[src/rtl/serial_sub_ctrl.sv]
`default_nettype none
// ============================================================================
// Module   : serial_sub_ctrl
// Purpose  : Bit-serial unsigned subtractor with a three-state controller.
//            Computes diff = a - b (mod 2^WIDTH) LSB first, one bit per clock,
//            and reports the final borrow (set exactly when a < b).
// Ports    : clk        - clock, all state updates on the rising edge
//            rst_n      - asynchronous active-low reset
//            start      - request; accepted only in IDLE when abort is low
//            abort      - cancels an operation in RUN
//            a, b       - minuend / subtrahend, captured at acceptance
//            busy       - high while in RUN
//            done       - one-cycle pulse when diff/borrow_out are fresh
//            diff       - result register (never shows partial results)
//            borrow_out - final borrow of the last completed operation
// Revision : 1.0 - initial release
// ============================================================================
module serial_sub_ctrl #(
    parameter int WIDTH = 8
) (
    input  logic             clk,
    input  logic             rst_n,
    input  logic             start,
    input  logic             abort,
    input  logic [WIDTH-1:0] a,
    input  logic [WIDTH-1:0] b,
    output logic             busy,
    output logic             done,
    output logic [WIDTH-1:0] diff,
    output logic             borrow_out
);

    // Counter only needs to reach WIDTH-1: the last RUN edge is detected by
    // comparison rather than by counting up to WIDTH.
    localparam int CW = (WIDTH > 1) ? $clog2(WIDTH) : 1;
    localparam logic [CW-1:0] C_LAST = CW'(WIDTH - 1);
    localparam logic [CW-1:0] C_ONE  = CW'(1);

    typedef enum logic [1:0] {
        S_IDLE = 2'd0,
        S_RUN  = 2'd1,
        S_DONE = 2'd2
    } state_t;

    state_t           r_state;
    logic [WIDTH-1:0] r_a_sh;
    logic [WIDTH-1:0] r_b_sh;
    logic [WIDTH-1:0] r_acc;
    logic [CW-1:0]    r_cnt;
    logic             r_br;

    logic             w_hs1_d;
    logic             w_hs1_br;
    logic             w_d;
    logic             w_hs2_br;
    logic             w_br_next;
    logic [WIDTH-1:0] w_acc_next;

    // Full subtractor built from two half subtractors:
    //   stage 1: a_i - b_i, stage 2: (stage1 result) - borrow_in.
    always_comb begin
        w_hs1_d    = r_a_sh[0] ^ r_b_sh[0];
        w_hs1_br   = ~r_a_sh[0] & r_b_sh[0];
        w_d        = w_hs1_d ^ r_br;
        w_hs2_br   = ~w_hs1_d & r_br;
        w_br_next  = w_hs1_br | w_hs2_br;
        // Result bits enter at the top; after WIDTH shifts bit 0 sits at LSB.
        w_acc_next = {w_d, r_acc[WIDTH-1:1]};
    end

    always_ff @(posedge clk or negedge rst_n) begin
        if (!rst_n) begin
            r_state    <= S_IDLE;
            r_a_sh     <= '0;
            r_b_sh     <= '0;
            r_acc      <= '0;
            r_cnt      <= '0;
            r_br       <= 1'b0;
            busy       <= 1'b0;
            done       <= 1'b0;
            diff       <= '0;
            borrow_out <= 1'b0;
        end else begin
            case (r_state)
                S_IDLE: begin
                    done <= 1'b0;
                    // abort wins over start: no acceptance while it is high
                    if (start && !abort) begin
                        r_a_sh  <= a;
                        r_b_sh  <= b;
                        r_acc   <= '0;
                        r_cnt   <= '0;
                        r_br    <= 1'b0;
                        busy    <= 1'b1;
                        r_state <= S_RUN;
                    end
                end
                S_RUN: begin
                    if (abort) begin
                        // Drop the operation; result registers keep old value.
                        busy    <= 1'b0;
                        r_state <= S_IDLE;
                    end else begin
                        r_a_sh <= r_a_sh >> 1;
                        r_b_sh <= r_b_sh >> 1;
                        r_acc  <= w_acc_next;
                        r_br   <= w_br_next;
                        r_cnt  <= r_cnt + C_ONE;
                        if (r_cnt == C_LAST) begin
                            diff       <= w_acc_next;
                            borrow_out <= w_br_next;
                            busy       <= 1'b0;
                            done       <= 1'b1;
                            r_state    <= S_DONE;
                        end
                    end
                end
                S_DONE: begin
                    done    <= 1'b0;
                    r_state <= S_IDLE;
                end
                default: begin
                    busy    <= 1'b0;
                    done    <= 1'b0;
                    r_state <= S_IDLE;
                end
            endcase
        end
    end

endmodule
`default_nettype wire

[config.mk]
export PLATFORM = sky130hd
export DESIGN_NAME = serial_sub_ctrl
export DESIGN_NICKNAME = d
export VERILOG_FILES = /design/src/rtl/serial_sub_ctrl.sv
export SDC_FILE = /design/constraint.sdc
export NUM_CORES = 1
export LEC_CHECK = 0
export BUFFER_PORTS_ARGS = -buffer_cell sky130_fd_sc_hd__buf_2
export CORE_MARGIN = 2
export CORE_UTILIZATION = 54
export DETAILED_ROUTE_END_ITERATION = 10
export PLACE_DENSITY = 0.77
export REMOVE_ABC_BUFFERS = 1
export SLEW_MARGIN = 20
export SYNTH_ARGS = -nofsm -noshare
export SYNTH_HDL_FRONTEND = slang
export SYNTH_SLANG_ARGS = --single-unit
[constraint.sdc]
create_clock -name clk -period 2.1 [get_ports clk]
set_input_delay 0.105 -clock clk [delete_from_list [all_inputs] [get_ports clk]]
set_output_delay 0.105 -clock clk [all_outputs]
set_load 0.005 [all_outputs]
# Word level (Yosys, flattened, before mapping)
# Cells that the tools add are included.
# op_classes
n_addsub,1
n_eq_ne,7
muxes,26
bitwise,9
reduce_logical,9
# ops
cell,count
two-way mux 8 bit,6
one-hot mux 8 bit (2 select lines),3
AND reduction 3 bit,3
two-way mux 1 bit,8
two-way mux 2 bit,3
two-way mux 3 bit,2
inequality test 2 bit (second input constant),3
one-hot mux 3 bit (2 select lines),1
NOT 1 bit,4
one-hot mux 2 bit (2 select lines),1
AND reduction 2 bit,2
adder 3 x 1 -> 3 bit (second input constant),1
== test 3 bit (second input constant),1
inequality test 3 bit (second input constant),1
one-hot mux 1 bit (3 select lines),1
bitwise AND 1 bit,2
== test 2 x 1 -> 1 bit (second input constant),1
== test 2 bit (second input constant),1
logical NOT 2 bit,1
one-hot mux 1 bit (2 select lines),1
nonzero test 2 bit,1
bitwise XOR 1 bit,2
logical AND 1 bit,1
logical NOT 1 bit,1
bitwise OR 1 bit,1
# totals
ff_bits,41
inputBits,20
wordCells,62

# Logic depth before layout (Yosys ltp)
# depth
ltp_word,6
ltp_mapped,5
ltp_nobuf,4

# Least setup slack after synthesis
# OpenSTA, ideal clock, no wires.
# synth_path
kind,flip-flop to flip-flop
start,reg r_cnt[0]
end,reg diff[0]
t_arrival_ps,1360
slack_ps,615
path_stages_with_launch,6
path_cell_list,dfrtp_1 -> ha_1 -> ha_1 -> and3b_4 -> buf_6 -> mux2_4
# synth_via
elab_chain_cells,2
# synth_rtl
item,line,source
"start, declared",49,logic [CW-1:0] r_cnt;
"start signal, assigned",108,r_cnt <= r_cnt + C_ONE;
== test 3 bit,109,if (r_cnt == C_LAST) begin
AND reduction 3 bit (no line),--,
"end signal, assigned",110,diff <= w_acc_next;
"end, declared",29,"output logic [WIDTH-1:0] diff,"
# Every way passes these cells.
# A chain may end at the register's enable or synchronous reset.

# Final worst setup path
# layout_path
start,reg r_state[0]
end,reg r_b_sh[7]
# layout_via
elab_chain_cells,3
elab_cells_between_ends,7
# layout_rtl
item,line,source
"start, declared",45,state_t r_state;
"start signal, assigned",73,r_state <= S_IDLE;
"start signal, assigned",95,r_state <= S_RUN;
"start signal, assigned",102,r_state <= S_IDLE;
== test 2 x 1 -> 1 bit / logical NOT 2 bit (equally long branches),84,case (r_state)
inequality test 2 bit (no line) / nonzero test 2 bit (equally long branches),--,
AND reduction 3 bit (no line),--,
"end signal, assigned",105,r_b_sh <= r_b_sh >> 1;
"end, declared",47,logic [WIDTH-1:0] r_b_sh;
# Several ways; a longest one is shown, not always the timed one.

==> metrics.md <==
| Metric | Value |
|---|---|
| Total grt overflow | 0 |
| Final period utilization | 73.4% |
| Detailed Route WL | 3300 um |
| Worst EP arrival | 1810 ps |
| Clock Skew | 11.8 ps |
| Area growth syn-to-layout | 16.8% |
| Max Freq | 649 MHz |
| DRT iter0 DRCs | 87 |
| Reg area | 1000 um^2 |
| Critical Path End Type | register |
| Critical path class | register to register |
| Post-Synthesis Cell Area | 1780 um^2 |
| #FFs+latches synth | 40 |
| Multi-input gate area | 697 um^2 |
| DR vias | 1311 |
| Final setup fails | 0 |
| RD Place Congestion | 0.747 |
| Synth cell types | 25 |
| Worst Path Max Fanout | 15 |
| Fin. max-slew vios | 0 |
| Share of the synthesized area in the top cell type | 56.3% |
| Post-detail-place hpwl | 2250 um |
| Critical path data required time | 2370 ps |
| Max_cap viols | 0 |
| Post-synth ARST share | 100% |
| Initial Utilization | 57.3% |
| Vias in the first global route | 1309 |
| Final worst setup slack | 558 ps |
| Input/output buffers | 30 |
| GRT Overall Usage | 21.2% |
| CTS tree | done |
| Initial antenna violation count | 0 |
| First-pass GRT wire length | 5800 um |
| Largest net degree at the start of global routing | 41 |
| Setup tns final | 0 ps |
| Yosys top cell by area | dfrtp_1 |
| # DRC | 0 |
| Die height | 61.4 um |
| Hold WS | 36.6 ps |
| Largest stage delay, worst path | 520 ps |
| WHS Path Cells | 3 |
| Routed Antenna Nets | 0 |
| TritonCTS Buffers | 5 |
| Worst Hold Class | input pin to register |
| Maximum VDD drop | 0.486 mV |
| Ant diodes | 0 |
| Fillers | 276 |
| Io pins | 31 |
| H-tree depth | 2 |
| Pre-CTS setup slack | 571 ps |
| Seq/Total Area, Yosys | 56.3% |
| Leak | 0.00100 uW |
| CORE AREA | 3100 um^2 |
| Largest cells by area after synthesis | dfrtp_1 56%, o21ai_0 14%, mux2i_1 8.5% |
| Slew HR | 43.6% |
| Worst-path clk slew | 110 ps |
| Clock root cell | clkbuf_4 |
| Top cells by count, synth | 49 x o21ai_0, 40 x dfrtp_1, 15 x mux2i_1, 9 x nand2_1, 7 x mux2_4 |
| Final Hold Fails | 0 |
| Worst R2R Path Depth | 4 |
| Most common cell in the netlist | o21ai_0 |
| Row count | 20 |
| Die W | 61.4 um |
| Die area | 3770 um^2 |
| Final Net Count | 213 |
| Outcome | complete, no violations |
| Post-CTS resize count | 0 |
| Worst-margin pin slew | 847 ps |
| Ys flop type | dfrtp_1 |
| Ratio of cells with drive above 1 in the final layout | 27.2% |
| Synth Instances | 157 |
| Clk_lat worst skew | 340 ps |
| CP Cell Sequence | nor2_1 > buf_4 > o21ai_0 > o21ai_0 |
| DRT Pass-1 Iters | 4 |
| Final min period | 1540 ps |
| Vias per cell | 5.58 |
| CTS Buffer Depth | 2 |
| Clk sinks | 40 |
| Yosys Warn Count | 0 |
| Worst path most repeated cell | o21ai_0 |
| Cell area power density | 794 nW/um^2 |
| RSZ-0062 raised after global routing | false |
| Post-synth EDFFs | 0 |
| Startpoint types | register |
| Avg WL per Cell | 14.0 um |
| Post-synthesis area per instance | 11.3 um^2 |
| Critical-path top delay cell | nor2_1 |
[cell usage in the layout (no fill, tap or decap), drive strengths merged, types with 2 or more instances in the layout]
cell,n
dfrtp,40
nand2,9
nor2,2
o21ai,53
nand3,2
clkbuf,7
mux2,8
inv,5
ha,2
buf,35
mux2i,15
dlygate4sd3,2
[worst max-delay path, delay by kind of cell, from the launching register on]
kind / cells / cell delay [ps]
buffers and inverters: 1 / 300
AO/OA/AOI/OAI: 2 / 220
AND/OR/NAND/NOR: 1 / 520
flip-flops: 1 / 410
[area by class of cell]
class	count	area share [%]
clock buffers	7	3.14
clock inverters	1	1.45
inverters	5	0.905
multi-input cells	101	33.6
flip-flops and latches	40	48.3
well taps	44	2.65
repair buffers	37	10.0
[power by group]
part / internal [uW] / leakage, uW / switching [uW]
clock: 316 / 0.0000515 / 239
sequential: 841 / 0.000523 / 40.9
combinational: 91.2 / 0.000429 / 118
[cell families after synthesis]
family / after synthesis / synth area share (%)
flip-flops: 40 / 56.3
AO/OA/AOI/OAI: 58 / 17.0
multiplexers: 23 / 15.0
buffers and inverters: 16 / 4.44
adder cells (fa/ha/maj): 3 / 2.54
AND/OR/NAND/NOR: 17 / 4.72
[final timing paths]
| check | from | to | slack, ps |
|---|---|---|---|
| setup / recovery | r_state[0]$_DFFE_PN0P_ | r_b_sh[7]$_DFFE_PN0P_ | 560 |
| hold / removal | b[6] | r_b_sh[6]$_DFFE_PN0P_ | 40 |
| setup reg to reg | r_state[0]$_DFFE_PN0P_ | r_b_sh[7]$_DFFE_PN0P_ | 560 |
| hold reg to reg | r_cnt[0]$_DFFE_PN0P_ | r_cnt[0]$_DFFE_PN0P_ | 490 |
| max in group asynchronous | rst_n | r_a_sh[6]$_DFFE_PN0P_ | 1160 |
| min in group asynchronous | rst_n | diff[7]$_DFFE_PN0P_ | 390 |
[metal layers]
metal | vias up | wire, um | track usage, %
met1 | 651 | 1440 | 26.0
met2 | 37 | 1630 | 36.0
met3 | 6 | 181 | 6.93
li1 | 617 | - | -
met5 | - | 0 | 0
met4 | 0 | 48 | 6.38
[registers in the layout, indices dropped and copies added (netlist names)]
name and flops:
r_b_sh 8, busy 1, done 1, r_acc 7, diff 8, r_a_sh 8
r_cnt 3, borrow_out 1, r_br 1, r_state 2
[stage by stage]
step	cell area, um^2	total power [uW]	util (%)	std cells
after floorplan	1720	1010	-	146
after global placement	1960	1090	63.1	225
after detailed placement	1960	1110	63.1	225
after CTS	2070	1670	66.9	235
after global routing	2070	1750	66.9	235
final	2070	1650	66.9	235
[repair_timing]
item | in CTS | in global routing
setup endpoints to repair | 0 | 0
hold buffers | 2 | 0
setup buffers | 0 | 0
hold endpoints to repair | 41 | 0
Power figures use the tool's default switching activity.
